[src/rtl/reg_file_ctrl.sv]
// Controller owning the write port and read-address ports of a small register file:
// post-reset clear, writeback arbitration and a two-cycle atomic register swap.
// Optional macro SWAP_FAIR_EN: alternate writeback and swap under contention.
module reg_file_ctrl #(
  parameter int DW   = 8,
  parameter int AW   = 2,
  parameter int NREG = 4
) (
  input  logic          clk,
  input  logic          rst_n,
  input  logic          wb_req,
  input  logic [AW-1:0] wb_addr,
  input  logic [DW-1:0] wb_data,
  output logic          wb_gnt,
  input  logic          swap_req,
  input  logic [AW-1:0] swap_addr_a,
  input  logic [AW-1:0] swap_addr_b,
  output logic          swap_busy,
  output logic          swap_done,
  input  logic [AW-1:0] core_rd_addrA,
  input  logic [AW-1:0] core_rd_addrB,
  output logic          core_rd_stall,
  output logic          init_done,
  output logic          rf_wr_en,
  output logic [AW-1:0] rf_wr_addr,
  output logic [DW-1:0] rf_dat_in,
  output logic [AW-1:0] rf_rd_addrA,
  output logic [AW-1:0] rf_rd_addrB,
  input  logic [DW-1:0] rf_datA,
  input  logic [DW-1:0] rf_datB
);

  typedef enum logic [1:0] {CLEAR, IDLE, SWAP_A, SWAP_B} state_e;

  localparam logic [AW-1:0] LAST = AW'(NREG - 1);

  state_e        state_q, state_d;
  logic [AW-1:0] cnt_q, cnt_d;
  logic [AW-1:0] sa_q, sa_d;
  logic [AW-1:0] sb_q, sb_d;
  logic [DW-1:0] tmp_q, tmp_d;
  logic          init_done_q, init_done_d;
  logic          swap_busy_q, swap_busy_d;
  logic          swap_done_q, swap_done_d;
  logic          swap_owed_q, swap_owed_d;
  logic          wb_win, accept;

  always_comb begin
    state_d       = state_q;
    cnt_d         = cnt_q;
    sa_d          = sa_q;
    sb_d          = sb_q;
    tmp_d         = tmp_q;
    init_done_d   = init_done_q;
    wb_win        = 1'b0;
    accept        = 1'b0;
    wb_gnt        = 1'b0;
    rf_wr_en      = 1'b0;
    rf_wr_addr    = wb_addr;
    rf_dat_in     = wb_data;
    rf_rd_addrA   = core_rd_addrA;
    rf_rd_addrB   = core_rd_addrB;
    core_rd_stall = 1'b0;

    case (state_q)
      CLEAR: begin
        rf_wr_en   = 1'b1;
        rf_wr_addr = cnt_q;
        rf_dat_in  = '0;
        cnt_d      = cnt_q + AW'(1);
        if (cnt_q == LAST) begin
          state_d     = IDLE;
          init_done_d = 1'b1;
        end
      end
      IDLE: begin
        // An owed swap beats writeback once; otherwise writeback has priority.
        wb_win = wb_req && !(swap_owed_q && swap_req);
        if (wb_win) begin
          wb_gnt   = 1'b1;
          rf_wr_en = 1'b1;
        end else if (swap_req) begin
          accept  = 1'b1;
          sa_d    = swap_addr_a;
          sb_d    = swap_addr_b;
          state_d = SWAP_A;
        end
      end
      SWAP_A: begin
        rf_rd_addrA   = sa_q;
        rf_rd_addrB   = sb_q;
        core_rd_stall = 1'b1;
        rf_wr_en      = 1'b1;
        rf_wr_addr    = sa_q;
        rf_dat_in     = rf_datB;
        tmp_d         = rf_datA;
        state_d       = SWAP_B;
      end
      SWAP_B: begin
        rf_wr_en   = 1'b1;
        rf_wr_addr = sb_q;
        rf_dat_in  = tmp_q;
        state_d    = IDLE;
      end
      default: state_d = CLEAR;
    endcase

    // Hold the register file quiet while reset is asserted, whatever state_q says.
    if (!rst_n) begin
      rf_wr_en      = 1'b0;
      wb_gnt        = 1'b0;
      core_rd_stall = 1'b0;
    end

    swap_busy_d = (state_d == SWAP_A) || (state_d == SWAP_B);
    swap_done_d = (state_q == SWAP_B);

`ifdef SWAP_FAIR_EN
    swap_owed_d = swap_owed_q;
    if (accept)                   swap_owed_d = 1'b0;
    else if (wb_gnt && swap_req)  swap_owed_d = 1'b1;
`else
    swap_owed_d = 1'b0;
`endif
  end

  always_ff @(posedge clk) begin
    if (!rst_n) begin
      state_q     <= CLEAR;
      cnt_q       <= '0;
      sa_q        <= '0;
      sb_q        <= '0;
      tmp_q       <= '0;
      init_done_q <= 1'b0;
      swap_busy_q <= 1'b0;
      swap_done_q <= 1'b0;
      swap_owed_q <= 1'b0;
    end else begin
      state_q     <= state_d;
      cnt_q       <= cnt_d;
      sa_q        <= sa_d;
      sb_q        <= sb_d;
      tmp_q       <= tmp_d;
      init_done_q <= init_done_d;
      swap_busy_q <= swap_busy_d;
      swap_done_q <= swap_done_d;
      swap_owed_q <= swap_owed_d;
    end
  end

  assign init_done = init_done_q;
  assign swap_busy = swap_busy_q;
  assign swap_done = swap_done_q;

endmodule
[config.mk]
export PLATFORM = sky130hd
export DESIGN_NAME = reg_file_ctrl
export DESIGN_NICKNAME = d
export VERILOG_FILES = /design/src/rtl/reg_file_ctrl.sv
export SDC_FILE = /design/constraint.sdc
export NUM_CORES = 1
export LEC_CHECK = 0
export ABC_AREA = 1
export BUFFER_PORTS_ARGS = -buffer_cell sky130_fd_sc_hd__buf_4
export CORE_ASPECT_RATIO = 2
export CORE_MARGIN = 3
export CORE_UTILIZATION = 39
export DETAILED_ROUTE_END_ITERATION = 10
export PLACE_DENSITY_LB_ADDON = 0.2
export SLEW_MARGIN = 5
export SYNTH_ARGS = -nofsm -noshare
export SYNTH_HDL_FRONTEND = slang
export SYNTH_SLANG_ARGS = --single-unit
[constraint.sdc]
create_clock -name clk -period 0.9 [get_ports clk]
set_input_delay 0.09 -clock clk [delete_from_list [all_inputs] [get_ports clk]]
set_output_delay 0.09 -clock clk [all_outputs]
set_load 0.05 [all_outputs]
==> results of run 1 <==
timing repair:
| item | 4_1_cts | 5_1_grt |
|---|---|---|
| setup buffers | 3 | 1 |
| gates cloned | 2 | 0 |
| resized for setup | 56 | 15 |
| pin swaps | 3 | 2 |
| setup endpoints to repair | 35 | 36 |
state kept, by name, indices dropped and copies added, names as in the netlist:
signal and count:
tmp_q 8, cnt_q 2, sa_q 2, sb_q 2
state_q 2, init_done 1, swap_busy 1, swap_done 1
placed cells by master, fill, tap and decap left out, types with 2 or more instances in the layout:
| master | instances |
|---|---|
| buf_4 | 54 |
| nor2_1 | 22 |
| nand2_1 | 20 |
| dfxtp_1 | 16 |
| buf_6 | 16 |
| nand2_4 | 14 |
| nand3_4 | 10 |
| nand2_2 | 9 |
| nand3_2 | 8 |
| buf_8 | 8 |
| o21ai_2 | 5 |
| nand2_8 | 4 |
| nor2_4 | 4 |
| nand3_1 | 4 |
| o21ai_1 | 4 |
| inv_2 | 3 |
| inv_1 | 3 |
| nor2_2 | 3 |
| clkbuf_8 | 3 |
| inv_12 | 2 |
| nand4_1 | 2 |
| a21oi_2 | 2 |
| dfxtp_2 | 2 |
| buf_12 | 2 |
logic make-up after synthesis:
| kind of cell | share of synthesized area [%] |
|---|---|
| adders and majority gates | 1.203 |
| AOI/OAI and AO/OA | 7.340 |
| and+or+nand+nor | 45.25 |
| DFF | 36.58 |
| buffers and inverters | 9.625 |
path summary, 6_finish.rpt:
path                                startpoint           end  slack, ps  cells after the start
worst max-delay path                state_q[1]  rf_dat_in[5]       -550                      5
worst min-delay path            swap_addr_b[1]       sb_q[1]         30                      3
worst max register to register      state_q[1]       sa_q[0]       -400                      7
worst min register to register       init_done     init_done        500                      2
where the power goes:
part	switching, W	internal [W]
Combinational	0.00127	0.000895
Sequential	0.0000888	0.000931
Clock	0.000340	0.000314
per-layer routing:
| layer | share of wire (%) | global-route usage [%] | wire [µm] |
|---|---|---|---|
| met1 | 29 | 26.29 | 1533 |
| met4 | 7.0 | 16.20 | 363 |
| met2 | 57 | 61.16 | 2946 |
| met3 | 6.9 | 4.308 | 359 |
| met5 | 0 | 0 | 0 |
final cells by class:
class | count | share of cell area (%)
inverters | 9 | 2.748
multi-input cells | 116 | 42.29
repair buffers | 80 | 33.43
clock buffers | 3 | 1.851
well taps | 27 | 1.514
flip-flops and latches | 19 | 17.33
repair inverters | 1 | 0.5048
clock inverters | 1 | 0.3365
metrics by stage:
stage	hold slack, ps	setup WS [ps]	instance area (µm²)	std cells	TNS [ps]
3_3_place_gp	309.8	-270.1	1901	248	-7511
5_1_grt	51.07	-595.8	2231	256	-15260
6_report	33.21	-550.9	2231	256	-14190
3_5_place_dp	314.3	-292.6	1901	248	-8516
2_1_floorplan	221.3	-253.6	1331	149	-3601
4_1_cts	36.36	-508.4	2181	255	-11910
worst max-delay path, delay by kind of cell (launching register included):
kind / cells / cell delay [ps]
buffers and inverters: 2 / 310
AND/OR/NAND/NOR: 3 / 380
flip-flops: 1 / 380
==> impl_metrics.py, run 1 <==
metrics = {
    "finish": {
        "regArea_um2": 386.6,
        "syn2layout_area_growth_pct": 114.6,
        "layout.nets": 269,
        "n_antenna_cell": 0,
        "multiInputGateArea_um2": 943.4,
        "drive_above_1_share_pct": 67.69,
        "fillers": 101,
        "final_core_util_pct": 91.44,
    },
    "power_and_ir_drop": {
        "power_density_nw_per_um2": 1722,
        "power.total_w": 0.003841,
        "leakagePower_nw": 1.067,
        "ir_drop_v": 0.001682,
    },
    "worst_setup_path": {
        "slowest_stage": "dfxtp_4",
        "worst_ep_required_time_ps": 810,
        "critPathKind": "reg2out",
        "slowest_delay_ps": 380,
        "cp_max_fo": 4,
        "endpoint_kind": "output pin",
        "crit_chain": "buf_4 -> nor2_4 -> nand2_1 -> nand3_4 -> buf_8",
        "worstSetupStartpointType": "flip-flop",
        "critPathArrivalTime_ps": 1360,
    },
    "detailed_routing": {
        "wl_per_cell_um": 20.32,
        "viasPerCell": 5.691,
        "dr.pass1.iters": 4,
        "via_count": 1457,
        "drtAntennaViolNets": 0,
        "totalWireLength_mm": 5.202,
        "drtIter0Drc": 68,
        "drc_errors": 0,
    },
    "grt": {
        "grt_overflow": 0,
        "grt_use_total_pct": 30.15,
        "grt_pass1_vias": 1574,
        "grt_max_degree": 13,
        "grt_pass1_wl_mm": 7.610,
        "antenna_found_initial": 0,
    },
    "synthesis": {
        "ys.flop_type": "dfxtp_1",
        "synth_top_cell_by_area": "dfxtp_1",
        "ys_types": 22,
        "synth-edff-count": 0,
        "yosysMostFrequentCell": "nand2_1",
        "synth_cells": 149,
        "synth_top_area_share_pct": 36.58,
        "syn_nets": 188,
        "synth_area_leaders": "dfxtp_1 37%, nand2_1 16%, nand3_1 11%",
        "yosysWarnings": 0,
        "yosysSeqAreaShare_pct": 36.58,
        "syn_area_um2": 1040,
        "synthTopCellsByCount": "44 x nand2_1, 26 x nor2_1, 22 x nand3_1",
        "ys_async_sr_fraction_pct": 0,
        "ys_ff_latch": 19,
        "syn_area_per_cell_um2": 6.978,
    },
    "sta": {
        "final-max-slew-violation-count": 0,
        "fin_crit_sh_pct": 161.2,
        "fin_crit_ps": 1451,
        "finClkSkew_ps": 4.697,
        "slew_headroom_pct": 72.66,
        "fmax_mhz": 689.2,
        "tightestPinTransition_ps": 408.7,
        "grt_setup_unrepaired": "yes",
        "setup_viol": 35,
        "finalWorstSetupSlack_ps": -550.9,
        "finalHoldViolCount": 0,
    },
    "die": {
        "die_w_um": 42.51,
        "ioPinCount": 58,
        "die_area_um2": 3359,
        "initial_core_util_pct": 42.62,
        "placementRows": 25,
        "core_area_um2": 2440,
        "die_h_um": 79.02,
    },
    "clocking": {
        "cts.sinks": 19,
        "holdBufCountCts": 0,
        "ctsHtreeMaxLevel": 1,
        "clk_latency_ps": 270,
        "cts-root-buf": "clkbuf_8",
        "cts_inserted_buffers": 3,
        "cts_buffer_depth": 2,
        "cts.reportedPaths.clkPinSlew_ps": 80,
        "cts_tree": "done",
    },
    "status": {
        "status": "complete, but fails checks",
        "violations": "setup timing",
    },
    "place": {
        "port_buffers": 57,
        "gp_congestion": 0.8458,
        "dp_hpwl_mm": 2.900,
    },
    "run": {
        "drv_cap": 0,
    },
    "hold_path": {
        "hold_path_class": "in2reg",
    },
}
No activity file was read; power rests on OpenSTA's default activity.
==> inputs of run 2 (changes only) <==
--- a/config.mk
+++ b/config.mk
@@ -11,8 +11,10 @@
 export CORE_MARGIN = 3
 export CORE_UTILIZATION = 39
 export DETAILED_ROUTE_END_ITERATION = 10
+export HOLD_SLACK_MARGIN = 0.06
 export PLACE_DENSITY_LB_ADDON = 0.2
 export SLEW_MARGIN = 5
 export SYNTH_ARGS = -nofsm -noshare
 export SYNTH_HDL_FRONTEND = slang
 export SYNTH_SLANG_ARGS = --single-unit
+export TNS_END_PERCENT = 1
==> run 2 against run 1 <==
The run still ends with setup timing left; core utilization decreased by 11 points; hold slack improved by 29 ps; via count decreased by 10%; maximum frequency increased by 6.0%; sequential share of layout area increased by 2.3 points; register-to-register slack improved by 110 ps; die area unchanged; sequential power about the same; largest power group unchanged; final cell count increased by 0.39%; global-route usage decreased by 7.2 points.
==> impl_metrics.py, run 2 (same netlist as run 1, synthesis figures left out) <==
metrics = {
    "clocking": {
        "clk_latency_ps": 250,
        "cts_inserted_buffers": 3,
        "cts-root-buf": "clkbuf_8",
        "cts.sinks": 19,
        "ctsHtreeMaxLevel": 1,
        "cts.reportedPaths.clkPinSlew_ps": 70,
        "cts_buffer_depth": 2,
        "cts_tree": "done",
    },
    "detailed_routing": {
        "drc_errors": 0,
        "viasPerCell": 5.093,
        "wl_per_cell_um": 14.02,
        "drtIter0Drc": 19,
        "dr.pass1.iters": 4,
        "via_count": 1309,
        "drtAntennaViolNets": 0,
        "totalWireLength_mm": 3.602,
    },
    "place": {
        "dp_hpwl_mm": 2.676,
        "port_buffers": 57,
        "place_inst": 242,
        "gp_congestion": 0.8430,
    },
    "worst_setup_path": {
        "critPathKind": "reg2out",
        "worstSetupStartpointType": "flip-flop",
        "cp-startpoint": "state_q[0]",
        "worst_ep_required_time_ps": 810,
        "critPathArrivalTime_ps": 1280,
        "cp_max_fo": 6,
        "endpoint_kind": "output pin",
        "r2r-start": "state_q[0]",
    },
    "power_and_ir_drop": {
        "switchingPower_w": 0.001386,
        "swShare_pct": 40.54,
        "comb_power_share_pct": 53.7,
        "power.total_w": 0.003419,
        "power_density_nw_per_um2": 1752,
        "leakagePower_nw": 0.9787,
        "ir_drop_v": 0.001414,
        "pwr-share-seq_pct": 29.1,
        "internal-power_w": 0.002033,
        "clkPwrFrac_pct": 17.2,
    },
    "sta": {
        "setup_viol": 34,
        "final-max-slew-violation-count": 0,
        "fmax_mhz": 730.4,
        "finalWorstSetupSlack_ps": -469.2,
        "setup_tns_ps": -11320,
        "fin_crit_sh_pct": 152.1,
        "fin_crit_ps": 1369,
        "finClkSkew_ps": 1.187,
        "finalHoldViolCount": 0,
        "slew_headroom_pct": 84.44,
        "hold_slack_ps": 62.51,
        "tightestPinTransition_ps": 233.2,
        "grt_setup_unrepaired": "yes",
    },
    "finish": {
        "largest_reg_flops": 8,
        "fillers": 162,
        "final_core_util_pct": 80.00,
        "fin_cells": 257,
        "drive_above_1_share_pct": 52.61,
        "regArea_um2": 382.9,
        "regMostFlops": "tmp_q",
        "layout.nets": 270,
        "final_cell_mix": "52 x buf_4, 39 x nand2_1, 21 x nor2_1",
        "syn2layout_area_growth_pct": 87.73,
        "final_common_cell": "buf_4",
        "multiInputGateArea_um2": 680.7,
        "n_antenna_cell": 0,
    },
    "die": {
        "die_area_um2": 3359,
        "die_h_um": 79.02,
        "die_w_um": 42.51,
        "placementRows": 25,
        "core_area_um2": 2440,
        "initial_core_util_pct": 42.62,
        "ioPinCount": 58,
    },
    "hold_path": {
        "hold_path_class": "in2reg",
        "hp-start": "rf_datA[0]",
    },
    "grt": {
        "antenna_found_initial": 0,
        "grt_pass1_vias": 1369,
        "grt_pass1_wl_mm": 5.989,
        "grt_overflow": 0,
        "grt_use_total_pct": 22.90,
        "grt_max_degree": 17,
    },
    "status": {
        "violations": "setup timing",
        "status": "complete, but fails checks",
    },
    "run": {
        "drv_cap": 0,
    },
}
## run 2: changes by cell type in the layout (fill, tap and decap cells not counted), moves of 3 or more
cell,delta
nand2_1,+19
nand2_8,-3
nand3_4,-10
nand2_2,-3
nand3_1,+8
nand2_4,-12
dlygate4sd3_1,+3
## run 2: critical path: stages (launching register included)
cell	delay (ps)
dfxtp_2	330
buf_6	120
inv_8	90
nand2_8	80
buf_6	130
nor2_4	110
buf_8	150
## run 2: final timing paths
check	end	slack [ps]	cells past startpoint
setup / recovery	core_rd_stall	-470	6
hold / removal	tmp_q[0]	60	3
setup reg to reg	tmp_q[7]	-290	8
hold reg to reg	tmp_q[0]	490	2
## run 2: per-layer routing
layer	vias up	routed length (µm)	GRT usage [%]
li1	646	-	-
met1	593	1140	21.91
met2	60	2126	45.41
met3	10	219	3.401
met4	0	116	9.969
met5	-	0	0
## run 2: per-stage QoR
step	worst slack, ps	cell area (µm²)
after global routing	-506.9	1952
final	-469.2	1952
after detailed placement	-272.5	1668
after floorplan	-254.3	1131
after global placement	-228.8	1668
after CTS	-467.0	1904
## run 2: layout make-up
cell class,count,share of cell area [%]
clock buffers,4,2.308
repair buffers,81,38.59
flip-flops and latches,19,19.62
inverters,9,2.885
well taps,27,1.731
multi-input cells,117,34.87
## run 2: power groups by stage
stage / logic, W / registers [W] / clock network (W)
floorplan: 0.000983 / 0.00103 / 0
global placement: 0.00151 / 0.000998 / 0
detailed placement: 0.00154 / 0.00100 / 0
CTS: 0.00179 / 0.000991 / 0.000591
global route: 0.00195 / 0.00101 / 0.000629
finish: 0.00184 / 0.000996 / 0.000588
## run 2: timing repair
action | in CTS | in global routing
setup buffers | 5 | 1
hold buffers | 3 | 0
pin swaps | 7 | 2
gates cloned | 2 | 0
resized for setup | 34 | 12
setup endpoints to repair | 35 | 36
hold endpoints to repair | 3 | 0
==> inputs of run 3 (changes only) <==
--- a/config.mk
+++ b/config.mk
@@ -13,6 +13,7 @@
 export DETAILED_ROUTE_END_ITERATION = 10
 export HOLD_SLACK_MARGIN = 0.06
 export PLACE_DENSITY_LB_ADDON = 0.2
+export SETUP_SLACK_MARGIN = 0.3
 export SLEW_MARGIN = 5
 export SYNTH_ARGS = -nofsm -noshare
 export SYNTH_HDL_FRONTEND = slang
==> run 3 against run 2 <==
The flow still finishes with violations (setup timing); hold slack lost 18 ps; clock power grew 2%; maximum frequency shrank 0.23%; die area is the same; total power grew 0.46%; sequential share of layout area grew 0.22 points; critical path type unchanged; critical endpoint unchanged.
==> impl_metrics.py, run 3 (same netlist as run 1, synthesis figures left out) <==
metrics = {
    "sta": {
        "finClkSkew_ps": 1.043,
        "fmax_mhz": 728.7,
        "final-max-slew-violation-count": 0,
        "finalHoldViolCount": 0,
        "slew_headroom_pct": 84.19,
        "fin_crit_ps": 1372,
        "tightestPinTransition_ps": 236.8,
        "hold_slack_ps": 44.91,
        "grt_setup_unrepaired": "yes",
        "setup_viol": 34,
        "fin_crit_sh_pct": 152.5,
        "finalWorstSetupSlack_ps": -472.4,
    },
    "die": {
        "ioPinCount": 58,
        "die_area_um2": 3359,
        "placementRows": 25,
        "die_w_um": 42.51,
        "initial_core_util_pct": 42.62,
        "die_h_um": 79.02,
        "core_area_um2": 2440,
    },
    "power_and_ir_drop": {
        "internal-power_w": 0.002037,
        "leakagePower_nw": 0.9714,
        "pwr-share-seq_pct": 29.2,
        "comb_power_share_pct": 53.4,
        "swShare_pct": 40.71,
        "ir_drop_v": 0.001386,
        "power_density_nw_per_um2": 1768,
        "clkPwrFrac_pct": 17.4,
        "switchingPower_w": 0.001398,
    },
    "clocking": {
        "cts.sinks": 19,
        "cts.reportedPaths.clkPinSlew_ps": 70,
        "cts-root-buf": "clkbuf_8",
        "ctsHtreeMaxLevel": 1,
        "clk_latency_ps": 260,
        "cts_tree": "done",
        "cts_inserted_buffers": 3,
        "cts_buffer_depth": 2,
    },
    "finish": {
        "n_antenna_cell": 0,
        "final_common_cell": "buf_4",
        "drive_above_1_share_pct": 54.19,
        "largest_reg_flops": 8,
        "final_cell_mix": "49 x buf_4, 39 x nand2_1, 21 x nor2_1",
        "final_core_util_pct": 79.64,
        "regMostFlops": "tmp_q",
        "syn2layout_area_growth_pct": 86.88,
        "layout.nets": 267,
    },
    "worst_setup_path": {
        "timing.critical_path.mode_cell": "buf_6",
        "slowest_delay_ps": 340,
        "critPathArrivalTime_ps": 1280,
        "rr_endpoint": "tmp_q[7]",
        "endpoint_kind": "output pin",
        "cp-startpoint": "state_q[0]",
        "critPathKind": "reg2out",
        "slowest_stage": "dfxtp_2",
        "crit_chain": "buf_6 -> inv_8 -> nand2_8 -> buf_6 -> nor2_4 -> buf_8",
        "rrSetupSlack_ps": -290,
        "worstSetupStartpointType": "flip-flop",
        "cp_max_fo": 6,
        "endpoint": "core_rd_stall",
        "r2r-start": "state_q[0]",
        "reg2regPathDepth": 7,
        "worst_ep_required_time_ps": 810,
    },
    "detailed_routing": {
        "drc_errors": 0,
        "viasPerCell": 5.083,
        "totalWireLength_mm": 3.561,
        "dr.pass1.iters": 4,
        "wl_per_cell_um": 14.02,
        "drtAntennaViolNets": 0,
        "drtIter0Drc": 17,
        "via_count": 1291,
    },
    "status": {
        "violations": "setup timing",
        "status": "complete, but fails checks",
    },
    "grt": {
        "grt_pass1_vias": 1342,
        "grt_max_degree": 17,
        "grt_use_total_pct": 22.31,
        "grt_overflow": 0,
        "grt_pass1_wl_mm": 5.871,
        "antenna_found_initial": 0,
    },
    "place": {
        "gp_congestion": 0.8430,
        "port_buffers": 57,
        "dp_hpwl_mm": 2.676,
    },
    "run": {
        "drv_cap": 0,
    },
    "hold_path": {
        "hp-start": "swap_addr_b[1]",
        "hold_path_class": "in2reg",
    },
}
==> run 3: how the worst min path moves through the flow <==
stage / endpoint / slack, ps / depth (start not counted)
CTS: sb_q[1] / 50 / 3
finish: sb_q[1] / 40 / 3
floorplan: sa_q[0] / 220 / 2
detailed placement: sb_q[1] / 310 / 3
global placement: sa_q[1] / 310 / 3
global route: sb_q[1] / 60 / 3
==> run 3: per-stage QoR <==
stage / setup slack [ps] / total power [W] / area, µm² / instances / TNS [ps]
5_1_grt: -508.3 / 0.003601 / 1943 / 254 / -13120
3_5_place_dp: -272.5 / 0.002545 / 1668 / 242 / -6476
6_report: -472.4 / 0.003435 / 1943 / 254 / -11380
3_3_place_gp: -228.8 / 0.002505 / 1668 / 242 / -5449
2_1_floorplan: -254.3 / 0.002013 / 1131 / 149 / -3969
4_1_cts: -467.0 / 0.003370 / 1891 / 253 / -11030
==> run 3: area by class of cell <==
type | instances | area (µm²)
Timing Repair Buffer | 78 | 742.0
Multi-Input combinational cell | 117 | 680.7
Fill cell | 170 | 496.7
Sequential cell | 19 | 385.4
Inverter | 9 | 56.30
Clock buffer | 4 | 45.04
Tap cell | 27 | 33.78
==> run 3: power groups by stage <==
stage,logic (W),clock network [W],registers (W)
floorplan,0.000983,0,0.00103
global placement,0.00151,0,0.000998
detailed placement,0.00154,0,0.00100
CTS,0.00179,0.000591,0.000993
global route,0.00195,0.000636,0.00101
finish,0.00183,0.000599,0.00100
==> run 3: repair_timing <==
item,in CTS,in global routing
setup endpoints to repair,39,39
buffers inserted,5,1
endpoints found under the hold margin,3,0
gates cloned,2,0
gates resized for setup,39,14
pin swaps,7,2
==> run 3: critical path, delay by kind of cell, from the launching register on <==
kind          cells  cell delay [ps]
buf+inv           4              500
flops             1              340
simple gates      2              190
==> run 3: per-layer routing <==
layer  up-vias  routed length [µm]  GRT usage [%]
li1        636                   -              -
met1       578                1144          22.05
met2        64                2006          42.66
met3        13                 269          3.628
met4         0                 141          10.90
met5         -                   0              0
